## src/rtl/demux3_1_stage_pkg.sv

```systemverilog
// Shared destination encodings and select decode for the 1-to-3 routing stage.
package demux3_1_stage_pkg;

    localparam logic [1:0] SEL_OUT0    = 2'b00;
    localparam logic [1:0] SEL_OUT1    = 2'b01;
    localparam logic [1:0] SEL_OUT2    = 2'b10;
    localparam logic [1:0] SEL_ILLEGAL = 2'b11;

    localparam int BITS_DEFAULT = 16;

    // The illegal code falls through to out0, like the default leg of a 3:1 mux.
    function automatic logic [1:0] dest_of(input logic [1:0] sel_v);
        logic [1:0] dest_v;
        case (sel_v)
            SEL_OUT0: dest_v = SEL_OUT0;
            SEL_OUT1: dest_v = SEL_OUT1;
            SEL_OUT2: dest_v = SEL_OUT2;
            default:  dest_v = SEL_OUT0;
        endcase
        return dest_v;
    endfunction

endpackage

```

## src/rtl/demux3_1_stage_sat_counter.sv

```systemverilog
// Saturating up-counter; holds at all-ones instead of wrapping.
module sat_counter #(
    parameter int WIDTH = 8
) (
    input  logic             clk,
    input  logic             rst_n,
    input  logic             inc,
    output logic [WIDTH-1:0] count
);

    localparam logic [WIDTH-1:0] CNT_ONE = {{(WIDTH-1){1'b0}}, 1'b1};
    localparam logic [WIDTH-1:0] CNT_MAX = {WIDTH{1'b1}};

    // Count increment events, sticking at the maximum value.
    always_ff @(posedge clk or negedge rst_n) begin
        if (!rst_n) begin
            count <= {WIDTH{1'b0}};
        end else if (inc && (count != CNT_MAX)) begin
            count <= count + CNT_ONE;
        end else begin
            count <= count;
        end
    end

endmodule

```

## src/rtl/demux3_1_stage.sv

```systemverilog
// Registered 1-to-3 router: one holding register, 1-cycle latency, full throughput,
// backpressure taken only from the destination currently held.
module demux3_1_stage
    import demux3_1_stage_pkg::*;
#(
    parameter int BITS = BITS_DEFAULT,
    parameter int ERRW = 8
) (
    input  logic            clk,
    input  logic            rst_n,
    input  logic            flush,
    input  logic            in_valid,
    output logic            in_ready,
    input  logic [1:0]      sel,
    input  logic [BITS-1:0] in_data,
    output logic            out0_valid,
    output logic            out1_valid,
    output logic            out2_valid,
    input  logic            out0_ready,
    input  logic            out1_ready,
    input  logic            out2_ready,
    output logic [BITS-1:0] out0_data,
    output logic [BITS-1:0] out1_data,
    output logic [BITS-1:0] out2_data,
    output logic            sel_err,
    output logic [ERRW-1:0] err_cnt
);

    logic            hold_valid_r;
    logic [1:0]      hold_dest_r;
    logic [BITS-1:0] hold_data_r;

    logic            drain_s;
    logic            in_ready_s;
    logic            accept_s;
    logic            illegal_s;
    logic            nx_valid_s;
    logic [1:0]      nx_dest_s;
    logic [BITS-1:0] nx_data_s;

    // Drain uses only the ready of the port the held word is routed to.
    always_comb begin
        drain_s = 1'b0;
        case (hold_dest_r)
            SEL_OUT0: drain_s = out0_valid & out0_ready;
            SEL_OUT1: drain_s = out1_valid & out1_ready;
            SEL_OUT2: drain_s = out2_valid & out2_ready;
            default:  drain_s = 1'b0;
        endcase
        in_ready_s = !flush && (!hold_valid_r || drain_s);
        accept_s   = in_valid && in_ready_s;
        illegal_s  = accept_s && (sel == SEL_ILLEGAL);
    end

    assign in_ready = in_ready_s;

    // Next holding-register contents; flush wins and blocks any accept.
    always_comb begin
        nx_valid_s = hold_valid_r;
        nx_dest_s  = hold_dest_r;
        nx_data_s  = hold_data_r;
        if (flush) begin
            nx_valid_s = 1'b0;
        end else if (accept_s) begin
            nx_valid_s = 1'b1;
            nx_dest_s  = dest_of(sel);
            nx_data_s  = in_data;
        end else if (drain_s) begin
            nx_valid_s = 1'b0;
        end else begin
            nx_valid_s = hold_valid_r;
        end
    end

    // Hold state plus per-port outputs, decoded ahead of the edge so each output is a flop.
    always_ff @(posedge clk or negedge rst_n) begin
        if (!rst_n) begin
            hold_valid_r <= 1'b0;
            hold_dest_r  <= SEL_OUT0;
            hold_data_r  <= {BITS{1'b0}};
            out0_valid   <= 1'b0;
            out1_valid   <= 1'b0;
            out2_valid   <= 1'b0;
            out0_data    <= {BITS{1'b0}};
            out1_data    <= {BITS{1'b0}};
            out2_data    <= {BITS{1'b0}};
            sel_err      <= 1'b0;
        end else begin
            hold_valid_r <= nx_valid_s;
            hold_dest_r  <= nx_dest_s;
            hold_data_r  <= nx_data_s;
            out0_valid   <= nx_valid_s && (nx_dest_s == SEL_OUT0);
            out1_valid   <= nx_valid_s && (nx_dest_s == SEL_OUT1);
            out2_valid   <= nx_valid_s && (nx_dest_s == SEL_OUT2);
            out0_data    <= (nx_valid_s && (nx_dest_s == SEL_OUT0)) ? nx_data_s : {BITS{1'b0}};
            out1_data    <= (nx_valid_s && (nx_dest_s == SEL_OUT1)) ? nx_data_s : {BITS{1'b0}};
            out2_data    <= (nx_valid_s && (nx_dest_s == SEL_OUT2)) ? nx_data_s : {BITS{1'b0}};
            sel_err      <= illegal_s;
        end
    end

    sat_counter #(
        .WIDTH (ERRW)
    ) u_err_cnt (
        .clk   (clk),
        .rst_n (rst_n),
        .inc   (illegal_s),
        .count (err_cnt)
    );

endmodule
```

## config.mk

```make
export PLATFORM = sky130hd
export DESIGN_NAME = demux3_1_stage
export DESIGN_NICKNAME = d
export VERILOG_FILES = /design/src/rtl/demux3_1_stage_pkg.sv /design/src/rtl/demux3_1_stage_sat_counter.sv /design/src/rtl/demux3_1_stage.sv
export SDC_FILE = /design/constraint.sdc
export NUM_CORES = 1
export LEC_CHECK = 0
export BUFFER_PORTS_ARGS = -buffer_cell sky130_fd_sc_hd__buf_2
export CORE_ASPECT_RATIO = 0.5
export CORE_MARGIN = 3
export CORE_UTILIZATION = 45
export CTS_BUF_LIST = sky130_fd_sc_hd__clkbuf_2
export DETAILED_ROUTE_END_ITERATION = 7
export GPL_TIMING_DRIVEN = 0
export PLACE_DENSITY = 0.85
export SETUP_SLACK_MARGIN = 0.05
export SLEW_MARGIN = 0
export SYNTH_ARGS = -nofsm -noshare
export SYNTH_HDL_FRONTEND = slang
export SYNTH_SLANG_ARGS = --single-unit
```

## constraint.sdc

```tcl
create_clock -name clk -period 1.8 [get_ports clk]
set_input_delay 0.36 -clock clk [delete_from_list [all_inputs] [get_ports clk]]
set_output_delay 0.36 -clock clk [all_outputs]
set_load 0.01 [all_outputs]
```

==> flow_results.xml <==
<?xml version="1.0" encoding="UTF-8"?>
<metrics>
  <group name="floorplanning">
    <metric name="die_w" unit="um">124</metric>
    <metric name="die_h" unit="um">64.9</metric>
    <metric name="die-area" unit="um^2">8030</metric>
    <metric name="num_rows" unit="">20</metric>
    <metric name="floorplan.io_pins" unit="">86</metric>
    <metric name="initial_core_util" unit="%">48.9</metric>
    <metric name="core-area" unit="um^2">6380</metric>
  </group>
  <group name="worst_setup_path">
    <metric name="r2r_setup_slack" unit="ns">-0.25</metric>
    <metric name="critPathCaptureType" unit="">register</metric>
    <metric name="worst_path_maximum_fanout" unit="">6</metric>
    <metric name="worst-endpoint-required" unit="ns">2.18</metric>
    <metric name="critical_path.slowest_cell" unit="">sky130_fd_sc_hd__dfrtp_1</metric>
    <metric name="critical_path.cell_chain" unit="">nand3b_4, a21oi_4, buf_4, buf_6, o21ai_4, buf_6, buf_12, mux2i_4, inv_1</metric>
    <metric name="cp.arrival" unit="ns">2.44</metric>
    <metric name="worstSetupPathType" unit="">register to register</metric>
    <metric name="critical_path.most_common_cell" unit="">sky130_fd_sc_hd__buf_6</metric>
    <metric name="startpoint_type" unit="">register</metric>
    <metric name="worst_r2r_path_depth" unit="">9</metric>
    <metric name="timing.critical_path.slowest_cell_delay" unit="ns">0.49</metric>
  </group>
  <group name="routing">
    <metric name="detailedRoute.firstIterationViolations" unit="">308</metric>
    <metric name="drc_errors" unit="">0</metric>
    <metric name="routed_wirelength" unit="mm">9.10</metric>
    <metric name="routed_wire_length_per_instance" unit="um">20.0</metric>
    <metric name="detail_route.first_pass.iterations" unit="">4</metric>
    <metric name="num_vias" unit="">2394</metric>
    <metric name="final_antenna_net_count" unit="">0</metric>
    <metric name="drt-vias-per-instance" unit="">5.27</metric>
  </group>
  <group name="place">
    <metric name="place_inst" unit="">408</metric>
    <metric name="detailed_place_hpwl" unit="mm">4.62</metric>
    <metric name="placement.io_buffers" unit="">85</metric>
    <metric name="finalWeightedCongestion" unit="">0.830</metric>
  </group>
  <group name="cells_and_area">
    <metric name="most_frequent_standard_cell_in_the_layout_excluding_fill_and_tap_cells" unit="">sky130_fd_sc_hd__buf_2</metric>
    <metric name="antenna-diode-count" unit="">0</metric>
    <metric name="post_route_cells_drive_above_1_share" unit="%">57.7</metric>
    <metric name="area_growth" unit="%">43.9</metric>
    <metric name="layout_common_cells" unit="">sky130_fd_sc_hd__buf_2, sky130_fd_sc_hd__dfrtp_1, sky130_fd_sc_hd__nor2_4, sky130_fd_sc_hd__nor2_1, sky130_fd_sc_hd__mux2i_4</metric>
    <metric name="final-instance-count-excl-fill" unit="">454</metric>
    <metric name="nets" unit="">387</metric>
  </group>
  <group name="global_route">
    <metric name="grt_max_degree" unit="">80</metric>
    <metric name="number_of_global_route_vias_before_repair" unit="">2451</metric>
    <metric name="global_route.usage.met2" unit="%">38.5</metric>
    <metric name="first_pass_grt_wire_length" unit="mm">12.8</metric>
    <metric name="gr-usage-all-layers" unit="%">21.5</metric>
    <metric name="globalRouteMet1Util" unit="%">25.2</metric>
    <metric name="grt_overflow" unit="">0</metric>
    <metric name="globalRoute.busiestLayer" unit="">met2</metric>
    <metric name="grt_antenna_before_repair" unit="">0</metric>
    <metric name="use_met3" unit="%">6.54</metric>
  </group>
  <group name="clock_network">
    <metric name="clk_transition_reported_paths" unit="ns">0.21</metric>
    <metric name="cts_tree" unit="">built</metric>
    <metric name="number_of_h_tree_branching_levels" unit="">3</metric>
    <metric name="worst_skew_pair.late_latency" unit="ns">0.51</metric>
    <metric name="cts_buffer_depth" unit="">2</metric>
    <metric name="cts_inserted_buffers" unit="">9</metric>
    <metric name="clock-sinks" unit="">79</metric>
    <metric name="root_buffer_cell" unit="">sky130_fd_sc_hd__clkbuf_2</metric>
  </group>
  <group name="power">
    <metric name="pwr_cell_area" unit="nW/um^2">969</metric>
    <metric name="worst_ir_drop_vdd" unit="uV">376</metric>
    <metric name="p_leak" unit="nW">2.29</metric>
  </group>
  <group name="yosys">
    <metric name="synth-seq-area-share" unit="%">63.3</metric>
    <metric name="synthesis.instances" unit="">235</metric>
    <metric name="mappedNetlistNets" unit="">261</metric>
    <metric name="mappedNetlistArea" unit="um^2">3120</metric>
    <metric name="synth.distinct_cells" unit="">45</metric>
    <metric name="synth.yosys.warnings" unit="">0</metric>
    <metric name="syn-mean-instance-area" unit="um^2">13.3</metric>
    <metric name="synth-seq-cells" unit="">79</metric>
  </group>
  <group name="sta">
    <metric name="setup_slack" unit="ns">-0.253</metric>
    <metric name="skew" unit="ns">0.0301</metric>
    <metric name="finalHoldViolations" unit="">0</metric>
    <metric name="timing.final.crit_period" unit="ns">2.05</metric>
    <metric name="layout_worst_path_cycle_share" unit="%">114</metric>
    <metric name="setup_viol" unit="">73</metric>
    <metric name="tightestPinTransition" unit="ns">0.941</metric>
    <metric name="hold_slack" unit="ns">0.122</metric>
    <metric name="timing_max_transition_violations_final" unit="">0</metric>
    <metric name="grt_setup_unrepaired" unit="">true</metric>
    <metric name="timing.slew.headroom" unit="%">37.3</metric>
    <metric name="fmaxAchievable" unit="GHz">0.487</metric>
  </group>
  <group name="job">
    <metric name="cap_violations" unit="">0</metric>
  </group>
  <group name="run_status">
    <metric name="violations" unit="">negative setup slack</metric>
    <metric name="run_status" unit="">finished, violations left</metric>
  </group>
  <group name="hold_path">
    <metric name="worst_hold_path_class" unit="">input pin to register</metric>
    <metric name="hold-path-cell-count" unit="">3</metric>
  </group>
</metrics>
[sequential cells by signal (all words and copies together), names as in the netlist]
name             cells
hold_data_r         16
out0_data           16
out1_data           16
out2_data           16
u_err_cnt.count      8
hold_dest_r          2
hold_valid_r         1
out0_valid           1
out1_valid           1
out2_valid           1
sel_err              1
[synth_stat cells (all sizes together)]
cell     number  area, um^2
a211oi        1        12.5
a21o          1        7.51
a21oi         7        38.8
a221oi        1        26.3
a311oi        1        8.76
a31oi         1        6.26
a41oi         1        8.76
and2          2        15.0
and2b         1        7.51
and3          1        6.26
and4          1        8.76
buf           6        70.1
dfrtp        79        1980
ha            1        12.5
inv          21        78.8
mux2          1        11.3
mux2i        17         283
nand2         9        36.3
nand2b        2        12.5
nand3         2        10.0
nand3b        1        11.3
nand4         3        18.8
nand4b        1        23.8
nor2         54         248
nor3          3        26.3
nor4          1        12.5
o2111ai       1        8.76
o211ai        2        28.8
o21a          1        8.76
o21ai         5        32.5
o221ai        1        15.0
or3           1        6.26
xnor2         1        8.76
xor2          4        35.0
[layer usage]
metal	vias to the layer above	part of all wire, %
met1	1242	39
li1	1030	-
met2	98	53
met4	0	2.4
met3	24	5.6
met5	-	0
[power by group]
group | switching, mW | total, mW | leakage (nW) | internal [mW]
combinational | 0.654 | 1.17 | 1.17 | 0.521
sequential | 0.155 | 2.12 | 1.04 | 1.97
clock | 0.610 | 1.06 | 0.0730 | 0.447
[critical path, delay by kind of cell, from the launching register on]
kind,cells,cell delay [ns]
simple gates,1,0.18
flops,1,0.49
compound gates,2,0.21
mux,1,0.34
buf+inv,5,0.70
[path summary, 6_finish.rpt]
| check | from | endpoint |
|---|---|---|
| max | hold_dest_r[1] | hold_data_r[5] |
| min | in_data[15] | hold_data_r[15] |
| max reg2reg | hold_dest_r[1] | hold_data_r[5] |
| min reg2reg | u_err_cnt.count[0] | u_err_cnt.count[0] |
| max in group asynchronous | rst_n | hold_valid_r |
| min in group asynchronous | rst_n | out0_data[8] |
[per-stage QoR]
step	area (um^2)	setup TNS [ns]	setup WS [ns]	util [%]	power, mW
after floorplan	3120	0	0.0599	-	2.59
after global placement	3660	-4.24	-0.142	57.3	2.84
after detailed placement	3660	-2.95	-0.163	57.4	2.89
after CTS	4190	-6.23	-0.182	65.7	4.11
after global routing	4490	-16.27	-0.332	70.4	4.54
final	4490	-12.84	-0.253	70.4	4.35
[logic make-up after synthesis]
kind of cell / synth area share, %
AO/OA/AOI/OAI: 6.49
XOR/XNOR: 1.40
adder cells (fa/ha/maj): 0.401
buffers and inverters: 4.77
flip-flops: 63.3
multiplexers: 9.42
AND/OR/NAND/NOR: 14.2
[area by class of cell]
| cell class | instances | area [um^2] |
|---|---|---|
| clock inverter | 7 | 87.6 |
| tap | 88 | 110 |
| clock buffer | 9 | 45.0 |
| timing repair buffer | 115 | 768 |
| buffer | 6 | 88.8 |
| fill | 414 | 1890 |
| multi-input combinational | 129 | 1330 |
| inverter | 21 | 88.8 |
| sequential | 79 | 1980 |
[timing repair]
action | CTS | global route
endpoints found under the setup margin | 47 | 74
resized for setup | 27 | 68
hold buffers | 1 | 0
cloned | 2 | 2
pin swaps | 31 | 29
setup buffers | 23 | 4
hold endpoints to repair | 67 | 0
No activity file was read; power rests on OpenSTA's default activity.
